File: src/rtl/acc_rsp_pkg.sv
// ---------------------------------------------------------------------------
// acc_rsp_pkg
//   Shared types for the accelerator C-bus responder:
//   - funct_e    : operation encoding taken from instruction bits [14:12]
//   - state_e    : responder FSM states (MUL only with ACC_C_RESPONDER_MUL_EN)
//   - buf_ctrl_t : control part of one request-buffer entry
//   - RdLsb / FunctLsb : field positions inside the 32-bit instruction
// ---------------------------------------------------------------------------
package acc_rsp_pkg;

  localparam int RdLsb      = 7;
  localparam int RdWidth    = 5;
  localparam int FunctLsb   = 12;
  localparam int FunctWidth = 3;

  typedef enum logic [FunctWidth-1:0] {
    FN_ADD  = 3'b000,
    FN_SUB  = 3'b001,
    FN_AND  = 3'b010,
    FN_XOR  = 3'b011,
    FN_ADD3 = 3'b100,
    FN_MUL  = 3'b101,
    FN_NOP  = 3'b110,
    FN_ILL  = 3'b111
  } funct_e;

`ifdef ACC_C_RESPONDER_MUL_EN
  typedef enum logic [1:0] {
    ST_IDLE = 2'd0,
    ST_RESP = 2'd1,
    ST_MUL  = 2'd2
  } state_e;
`else
  typedef enum logic [1:0] {
    ST_IDLE = 2'd0,
    ST_RESP = 2'd1
  } state_e;
`endif

  // Operand data and id widths are module parameters, so they live in
  // parallel arrays in the top; this struct holds the fixed-width part.
  typedef struct packed {
    logic                 addr_err;
    funct_e               funct;
    logic [RdWidth-1:0]   rd;
  } buf_ctrl_t;

endpackage

File: src/rtl/acc_rsp_serial_mul.sv
// ---------------------------------------------------------------------------
// acc_rsp_serial_mul
//   Unsigned shift-add multiplier, one partial product per cycle.
//   The start cycle already performs the first step on the live operands, so
//   the full product sits in 'product' exactly DataWidth cycles after start;
//   'done' is high in that cycle.
// Ports
//   clk, rst_n         clock, asynchronous active-high reset (aborts a run)
//   start              load a/b and begin a multiplication
//   a, b               operands (sampled on start)
//   done               product valid this cycle
//   product            2*DataWidth-bit result
// ---------------------------------------------------------------------------
module acc_rsp_serial_mul #(
  parameter int DataWidth = 32
) (
  input  logic                   clk,
  input  logic                   rst_n,
  input  logic                   start,
  input  logic [DataWidth-1:0]   a,
  input  logic [DataWidth-1:0]   b,
  output logic                   done,
  output logic [2*DataWidth-1:0] product
);

  localparam int CntWidth = (DataWidth > 1) ? $clog2(DataWidth) : 1;

  logic                   running;
  logic [CntWidth-1:0]    steps_left;
  logic [DataWidth-1:0]   mcand;
  logic [2*DataWidth-1:0] prod;

  // Right-shifting multiplier: the multiplier occupies the low half and is
  // consumed LSB first while partial sums accumulate in the high half.
  function automatic logic [2*DataWidth-1:0] shift_add(
    input logic [2*DataWidth-1:0] p,
    input logic [DataWidth-1:0]   m
  );
    logic [DataWidth:0] upper;
    upper = {1'b0, p[2*DataWidth-1:DataWidth]} + (p[0] ? {1'b0, m} : '0);
    return {upper, p[DataWidth-1:1]};
  endfunction

  // NOTE: sequential state uses non-blocking assignments only, so every
  // register samples pre-edge values regardless of statement order.
  always_ff @(posedge clk or posedge rst_n) begin
    if (rst_n) begin
      running    <= 1'b0;
      steps_left <= '0;
      mcand      <= '0;
      prod       <= '0;
    end else if (start) begin
      running    <= 1'b1;
      steps_left <= CntWidth'(DataWidth - 1);
      mcand      <= a;
      prod       <= shift_add({{DataWidth{1'b0}}, b}, a);
    end else if (running) begin
      if (steps_left != '0) begin
        steps_left <= steps_left - 1'b1;
        prod       <= shift_add(prod, mcand);
      end else begin
        running <= 1'b0;
      end
    end
  end

  assign done    = running && (steps_left == '0);
  assign product = prod;

endmodule

File: src/rtl/acc_c_responder.sv
// ---------------------------------------------------------------------------
// acc_c_responder
//   Responder endpoint of the accelerator C-bus. Requests are buffered in a
//   small circular FIFO, executed one at a time and answered in order with
//   the originating id and rd.
//
//   Build option: ACC_C_RESPONDER_MUL_EN enables the serial multiplier for
//   funct 101; without it funct 101 answers as an illegal op.
//
//   Reset: rst_n is asynchronous and ACTIVE-HIGH (legacy name kept).
//
// Ports
//   q_addr_i/q_data_*_i/q_id_i/q_valid_i/q_ready_o   request channel
//   p_data0_o/p_data1_o/p_dual_writeback_o/p_id_o/
//   p_rd_o/p_error_o/p_valid_o/p_ready_i              response channel
//   busy_o                                            buffer or FSM occupied
// ---------------------------------------------------------------------------
module acc_c_responder
  import acc_rsp_pkg::*;
#(
  parameter int          DataWidth = 32,
  parameter int          AddrWidth = 3,
  parameter int          IdWidth   = 1,
  parameter int unsigned OwnAddr   = 0,
  parameter int          Depth     = 2
) (
  input  logic                 clk,
  input  logic                 rst_n,
  input  logic [AddrWidth-1:0] q_addr_i,
  input  logic [31:0]          q_data_op_i,
  input  logic [DataWidth-1:0] q_data_arga_i,
  input  logic [DataWidth-1:0] q_data_argb_i,
  input  logic [DataWidth-1:0] q_data_argc_i,
  input  logic [IdWidth-1:0]   q_id_i,
  input  logic                 q_valid_i,
  output logic                 q_ready_o,
  output logic [DataWidth-1:0] p_data0_o,
  output logic [DataWidth-1:0] p_data1_o,
  output logic                 p_dual_writeback_o,
  output logic [IdWidth-1:0]   p_id_o,
  output logic [4:0]           p_rd_o,
  output logic                 p_error_o,
  output logic                 p_valid_o,
  input  logic                 p_ready_i,
  output logic                 busy_o
);

  localparam int PtrWidth = (Depth > 1) ? $clog2(Depth) : 1;
  localparam int CntWidth = $clog2(Depth + 1);

  typedef logic [PtrWidth-1:0] ptr_t;

  // ---------------- request buffer ----------------
  buf_ctrl_t            ctrl_mem [Depth];
  logic [IdWidth-1:0]   id_mem   [Depth];
  logic [DataWidth-1:0] a_mem    [Depth];
  logic [DataWidth-1:0] b_mem    [Depth];
  logic [DataWidth-1:0] c_mem    [Depth];

  ptr_t                 wr_ptr, rd_ptr;
  logic [CntWidth-1:0]  count;
  logic                 push, pop;

  buf_ctrl_t            head_ctrl;
  logic [IdWidth-1:0]   head_id;
  logic [DataWidth-1:0] head_a, head_b, head_c;

  // Only rd and funct are meaningful in the instruction word.
  logic unused_op_bits;
  assign unused_op_bits = ^{q_data_op_i[31:FunctLsb+FunctWidth],
                            q_data_op_i[RdLsb-1:0]};

  function automatic ptr_t ptr_inc(input ptr_t p);
    return (p == PtrWidth'(Depth - 1)) ? '0 : p + 1'b1;
  endfunction

  // No bypass: a full buffer refuses even when the head leaves this cycle.
  assign q_ready_o = (count != CntWidth'(Depth));
  assign push      = q_valid_i && q_ready_o;

  // NOTE: the entry storage is deliberately not reset; count and pointers
  // alone decide which entries are valid, so stale payload is never used.
  always_ff @(posedge clk) begin
    if (push) begin
      ctrl_mem[wr_ptr] <= '{
        addr_err: (q_addr_i != AddrWidth'(OwnAddr)),
        funct:    funct_e'(q_data_op_i[FunctLsb +: FunctWidth]),
        rd:       q_data_op_i[RdLsb +: RdWidth]
      };
      id_mem[wr_ptr] <= q_id_i;
      a_mem[wr_ptr]  <= q_data_arga_i;
      b_mem[wr_ptr]  <= q_data_argb_i;
      c_mem[wr_ptr]  <= q_data_argc_i;
    end
  end

  always_ff @(posedge clk or posedge rst_n) begin
    if (rst_n) begin
      wr_ptr <= '0;
      rd_ptr <= '0;
      count  <= '0;
    end else begin
      if (push) wr_ptr <= ptr_inc(wr_ptr);
      if (pop)  rd_ptr <= ptr_inc(rd_ptr);
      case ({push, pop})
        2'b10:   count <= count + 1'b1;
        2'b01:   count <= count - 1'b1;
        default: count <= count;
      endcase
    end
  end

  assign head_ctrl = ctrl_mem[rd_ptr];
  assign head_id   = id_mem[rd_ptr];
  assign head_a    = a_mem[rd_ptr];
  assign head_b    = b_mem[rd_ptr];
  assign head_c    = c_mem[rd_ptr];

  // ---------------- single-cycle ALU ----------------
  logic [DataWidth-1:0] alu_res;

  // NOTE: every always_comb output gets a default first so no path leaves
  // it unassigned, which would infer a latch.
  always_comb begin
    alu_res = '0;
    case (head_ctrl.funct)
      FN_ADD:  alu_res = head_a + head_b;
      FN_SUB:  alu_res = head_a - head_b;
      FN_AND:  alu_res = head_a & head_b;
      FN_XOR:  alu_res = head_a ^ head_b;
      FN_ADD3: alu_res = head_a + head_b + head_c;
      default: alu_res = '0;
    endcase
  end

  // ---------------- multiplier ----------------
`ifdef ACC_C_RESPONDER_MUL_EN
  logic                   mul_start, mul_done, load_mul;
  logic [2*DataWidth-1:0] mul_product;

  acc_rsp_serial_mul #(
    .DataWidth (DataWidth)
  ) u_mul (
    .clk     (clk),
    .rst_n   (rst_n),
    .start   (mul_start),
    .a       (head_a),
    .b       (head_b),
    .done    (mul_done),
    .product (mul_product)
  );
`endif

  // ---------------- control FSM ----------------
  state_e state_q, state_d;
  logic   load_alu, load_err;

  always_comb begin
    state_d  = state_q;
    pop      = 1'b0;
    load_alu = 1'b0;
    load_err = 1'b0;
`ifdef ACC_C_RESPONDER_MUL_EN
    mul_start = 1'b0;
    load_mul  = 1'b0;
`endif
    case (state_q)
      ST_IDLE: begin
        if (count != '0) begin
          pop = 1'b1;
          // Address mismatch wins over decode, so even a NOP answers.
          if (head_ctrl.addr_err) begin
            load_err = 1'b1;
            state_d  = ST_RESP;
          end else begin
            case (head_ctrl.funct)
              FN_NOP: state_d = ST_IDLE;
              FN_ILL: begin
                load_err = 1'b1;
                state_d  = ST_RESP;
              end
`ifdef ACC_C_RESPONDER_MUL_EN
              FN_MUL: begin
                mul_start = 1'b1;
                state_d   = ST_MUL;
              end
`else
              FN_MUL: begin
                load_err = 1'b1;
                state_d  = ST_RESP;
              end
`endif
              default: begin
                load_alu = 1'b1;
                state_d  = ST_RESP;
              end
            endcase
          end
        end
      end
`ifdef ACC_C_RESPONDER_MUL_EN
      ST_MUL: begin
        if (mul_done) begin
          load_mul = 1'b1;
          state_d  = ST_RESP;
        end
      end
`endif
      ST_RESP: begin
        if (p_ready_i) state_d = ST_IDLE;
      end
      default: state_d = ST_IDLE;
    endcase
  end

  always_ff @(posedge clk or posedge rst_n) begin
    if (rst_n) state_q <= ST_IDLE;
    else       state_q <= state_d;
  end

  // ---------------- response registers ----------------
  // Loaded only from IDLE/MUL, so they hold still for the whole RESP stall.
  logic [DataWidth-1:0] data0_q, data1_q;
  logic                 dual_q, err_q;
  logic [IdWidth-1:0]   rsp_id_q;
  logic [4:0]           rsp_rd_q;

  always_ff @(posedge clk or posedge rst_n) begin
    if (rst_n) begin
      data0_q  <= '0;
      data1_q  <= '0;
      dual_q   <= 1'b0;
      err_q    <= 1'b0;
      rsp_id_q <= '0;
      rsp_rd_q <= '0;
    end else begin
      if (pop) begin
        rsp_id_q <= head_id;
        rsp_rd_q <= head_ctrl.rd;
      end
      if (load_err) begin
        data0_q <= '0;
        data1_q <= '0;
        dual_q  <= 1'b0;
        err_q   <= 1'b1;
      end else if (load_alu) begin
        data0_q <= alu_res;
        data1_q <= '0;
        dual_q  <= 1'b0;
        err_q   <= 1'b0;
      end
`ifdef ACC_C_RESPONDER_MUL_EN
      else if (load_mul) begin
        {data1_q, data0_q} <= mul_product;
        dual_q             <= 1'b1;
        err_q              <= 1'b0;
      end
`endif
    end
  end

  assign p_data0_o          = data0_q;
  assign p_data1_o          = data1_q;
  assign p_dual_writeback_o = dual_q;
  assign p_id_o             = rsp_id_q;
  assign p_rd_o             = rsp_rd_q;
  assign p_error_o          = err_q;
  assign p_valid_o          = (state_q == ST_RESP);
  assign busy_o             = (count != '0) || (state_q != ST_IDLE);

endmodule
File: config.mk
export PLATFORM = sky130hd
export DESIGN_NAME = acc_c_responder
export DESIGN_NICKNAME = d
export VERILOG_FILES = /design/src/rtl/acc_rsp_pkg.sv /design/src/rtl/acc_rsp_serial_mul.sv /design/src/rtl/acc_c_responder.sv
export SDC_FILE = /design/constraint.sdc
export NUM_CORES = 1
export LEC_CHECK = 0
export ABC_AREA = 1
export ABC_CLOCK_PERIOD_IN_PS = 11700
export BUFFER_PORTS_ARGS = -buffer_cell sky130_fd_sc_hd__buf_2
export CAP_MARGIN = 20
export CORE_UTILIZATION = 30
export DETAILED_ROUTE_END_ITERATION = 10
export SLEW_MARGIN = 10
export SYNTH_ARGS = -nofsm -noshare
export SYNTH_HDL_FRONTEND = slang
export SYNTH_SLANG_ARGS = --single-unit
File: constraint.sdc
create_clock -name clk -period 11.7 [get_ports clk]
set_input_delay 1.755 -clock clk [delete_from_list [all_inputs] [get_ports clk]]
set_output_delay 1.755 -clock clk [all_outputs]
set_load 0.03 [all_outputs]
==> run summary <==
The tools report the setup total negative slack as 0 ns. TritonCTS built the clock tree. The logs give 7930 sq um for the combined area of the multi-input logic cells and 0 for the number of max-cap violations. The synthesized-area fraction occupied by and/or/nand/nor cells works out to 25.1%. In the synthesized netlist the dominant register cell turns out to be sky130_fd_sc_hd__edfxtp_1. Clock-pin slew was measured on the worst setup and hold paths at 0.06 ns. The pin slew with the least headroom to its limit came out at 1.09 ns. Buffer count from post-CTS setup fixing: 0. The run finished with clean final reports.

The worst setup path is captured at a flop. After layout, the worst path uses 49.1% of the clock period. By startpoint and endpoint, the worst setup path is classified as reg2reg. The number of max-slew violations in the final report is 0. Library cell contributing the largest single delay on the critical path: sky130_fd_sc_hd__o21ai_0.

After filler insertion, the fill cell instance count of the layout stands at 5,648. The logs give 3 for the deepest clock path buffer count and 52.3 mm for the post-detailed-routing wire length. For the worst setup path, the data required time is 12.14 ns. The height of the chip is 237 um, and the initial antenna violation count is 0.

Cells with a size suffix above 1 make up 13.4% of the layout. From left edge to right edge, the die measures 237 um. The worst hold path belongs to the class reg2reg.

The number of primary I/O pins was 211; the final routed DRC violation total was 0. The worst path in the final design needs a cycle of 5.74 ns, including I/O delays and setup. The logs give 0 for the number of antenna cells inserted and 6.18 ns for the arrival time at the worst endpoint. Compared with the post-synthesis result, the final layout area differs by 12.5%. Area fraction in compound gates after synthesis: 12.8%. Largest area contributor in the synthesized netlist: sky130_fd_sc_hd__edfxtp_1.

Setup repair after global routing left no endpoint under its margin. Summing the areas of all fa, ha and maj instances in the mapped netlist gives 7.67% of the synthesized area. The count of nets left with antenna violations after detail routing was 0. The core region is 54,200 sq um. The count of clock tree sinks is 256, and the number of buffers added by the clock tree synthesis step is 27. After synthesis the cells add up to 16,600 sq um.

The setup slack of the most critical reg-to-reg path is 5.96 ns. The cell that appears most often on the critical path is sky130_fd_sc_hd__nand2_1. Most common cell in the netlist: sky130_fd_sc_hd__nand2_1. The run gives 1 as the number of levels the H-tree was split into. In the post-synthesis netlist, the biggest area contributors are sky130_fd_sc_hd__edfxtp_1 (38%), sky130_fd_sc_hd__nand2_1 (13%), sky130_fd_sc_hd__ha_1 (7.3%), sky130_fd_sc_hd__dfrtp_1 (6.6%), sky130_fd_sc_hd__inv_1 (4.1%). The run gives 0.947 as the placer congestion estimate.

The commonest cells after synthesis are sky130_fd_sc_hd__nand2_1 (581), sky130_fd_sc_hd__edfxtp_1 (212), sky130_fd_sc_hd__inv_1 (182). The largest net degree at the start of global routing is 66. The starting utilization of the core area is 30.6%. The number of synthesized flops with an enable pin is 212, and the total overflow reported by the global router is 0. The sequential area share after synthesis is 45.0%, and the average size of a mapped cell is 8.23 sq um.

Gate family responsible for the most delay along the worst path: simple AND/OR/NAND/NOR gates. The synthesized design devotes to its leading area cell type 38.4% of total area. The run gives 0 as the number of hold buffers added after CTS.

Clock skew on the completed layout was measured at 0.0158 ns. The first detailed-routing pass ran for 6 iterations. The total non-filler cell area in the finished layout was 18,700 sq um; the xor/xnor share of the synthesized area was 1.32%.

The first global-routing pass estimated 79.6 mm of wire. The run gives 174 MHz as the achievable frequency. The final-stage net count was 2,381; the detailed-route via count was 14,100. In the final routed layout, each cell accounts on average for 18.3 um.

For the worst-skew pair, the clock arrives at the later sink with an insertion delay of 0.55 ns. After detailed placement, the total cell area comes to 17,900 sq um. Number of distinct standard cells referenced by the synthesized netlist: 56. The count of buffers added on input and output ports is 153. The vias per cell is 4.94, and the post-cts repair resize count is 0. During synthesis, Yosys emitted a total of 0 warnings. The number of buffers and inverters on the critical path is 3.

The normalized max-slew margin is 27.1%, and the half-perimeter wire length of the detailed placement result is 41.3 mm. The tools report the root buffer selected by CTS as sky130_fd_sc_hd__clkbuf_16. In this design, the stage delay of the slowest critical-path cell is 0.68 ns.

The floorplan step defined a die boundary enclosing 56,300 sq um. For this run, asynchronously set or reset flops after synthesis account for 17.2%. The number of failing hold endpoints at the final stage came out at 0.

The proportion of synthesized area in mux cells is 0.0603%, and the number of global-route vias before repair is 13,700. Counting every instance in the synthesized netlist gives 2,017. The number of synthesized register bits is 256.

Setup violations remaining at the end of the flow were counted as 0. The sequential cells in the finished layout cover a total of 7470 sq um. The combined global-route utilization of all metal layers is 18.5%, and the critical-path maximum fanout is 57. The number of DRC markers in iteration 0 is 944.

STA classifies the critical path startpoint as a flop. After floorplanning, the core was divided into 85 placement rows. After synthesis, the largest family of logic cells by area is simple AND/OR/NAND/NOR gates.
[final timing paths]
kind / start / end / depth (start not counted)
max in group asynchronous: rst_n / p_data0_o[6] / 3
min in group asynchronous: rst_n / p_rd_o[4] / 2
max: rd_ptr / p_data0_o[29] / 25
min: p_data0_o[28] / p_data0_o[28] / 2
max reg2reg: rd_ptr / p_data0_o[29] / 25
min reg2reg: p_data0_o[28] / p_data0_o[28] / 2
[layer usage]
layer	up-vias	wire length (um)	GRT usage [%]
met5	-	0	0
met3	98	2890	2.53
li1	6987	-	-
met2	459	25000	31.9
met1	6573	22600	23.5
met4	0	1830	6.59
[kinds of logic after synthesis]
group / Yosys count
other: 1
flip-flops: 256
buffers and inverters: 295
AO/OA/AOI/OAI: 361
multiplexers: 1
AND/OR/NAND/NOR: 978
adder cells (fa/ha/maj): 100
XOR/XNOR: 25
[area by class of cell]
type	count	area share, %
multi-input combinational	1498	42.4
sequential	256	40.0
tap	696	4.66
timing repair buffer	165	4.65
clock buffer	42	3.97
inverter	197	3.96
clock inverter	6	0.288
[metrics by stage]
step | util (%) | setup WS [ns] | cells | hold slack (ns)
after detailed placement | 32.9 | 6.08 | 2811 | 0.461
final | 34.4 | 5.96 | 2860 | 0.481
after global routing | 34.4 | 5.44 | 2860 | 0.503
after floorplan | - | 4.84 | 2049 | 0.485
after CTS | 34.4 | 6.05 | 2859 | 0.482
after global placement | 32.9 | 6.09 | 2811 | 0.460
[cell usage in the layout (no fill, tap or decap), drive strengths merged, types with 2 or more instances in the layout]
cell type,n
o21a,8
nor4,4
a22o,2
o21ai,129
o211ai,2
a31oi,13
edfxtp,212
inv,197
nor2,149
nor3,18
and3,3
buf,165
ha,97
nand4,26
xor2,20
and2,10
o2111ai,5
nand3b,3
a211oi,3
nand3,129
a21oi,127
clkinv,5
a22oi,24
or2,46
fa,3
nand2,589
dfrtp,44
xnor2,5
conb,33
a21boi,7
a221oi,2
clkbuf,42
o31ai,2
o221ai,2
a21o,17
o21bai,17
[registers in the layout (all words and copies together), names as in the netlist]
signal	count
a_mem	64
state_q	1
id_mem	2
count	2
wr_ptr	1
p_id_o	1
c_mem	64
p_rd_o	5
rd_ptr	1
p_data0_o	32
b_mem	64
ctrl_mem	18
p_error_o	1
[worst register-to-register path, cell delays in order, from the launching register on]
cell and delay (ns):
sky130_fd_sc_hd__dfrtp_4 0.58, sky130_fd_sc_hd__inv_2 0.26, sky130_fd_sc_hd__buf_4 0.52, sky130_fd_sc_hd__or2_2 0.24, sky130_fd_sc_hd__o21ai_0 0.11, sky130_fd_sc_hd__ha_1 0.51, sky130_fd_sc_hd__inv_1 0.14, sky130_fd_sc_hd__a21oi_1 0.14
sky130_fd_sc_hd__nand2_1 0.15, sky130_fd_sc_hd__nand2_1 0.11, sky130_fd_sc_hd__nand2_2 0.09, sky130_fd_sc_hd__nand3_1 0.08, sky130_fd_sc_hd__nand2_1 0.18, sky130_fd_sc_hd__xor2_1 0.23, sky130_fd_sc_hd__ha_1 0.38, sky130_fd_sc_hd__nand2_1 0.13
sky130_fd_sc_hd__nor2_1 0.20, sky130_fd_sc_hd__nand2_1 0.08, sky130_fd_sc_hd__o21ai_0 0.68, sky130_fd_sc_hd__nand3_1 0.26, sky130_fd_sc_hd__nand2_1 0.13, sky130_fd_sc_hd__nand2_1 0.06, sky130_fd_sc_hd__nand3_1 0.12, sky130_fd_sc_hd__nand4_1 0.12
sky130_fd_sc_hd__nand2_1 0.09, sky130_fd_sc_hd__nand2_1 0.06
Power is left out: the tool's default activity adds up to more than one toggle a clock period on the data nets, which glitch-free logic cannot reach.
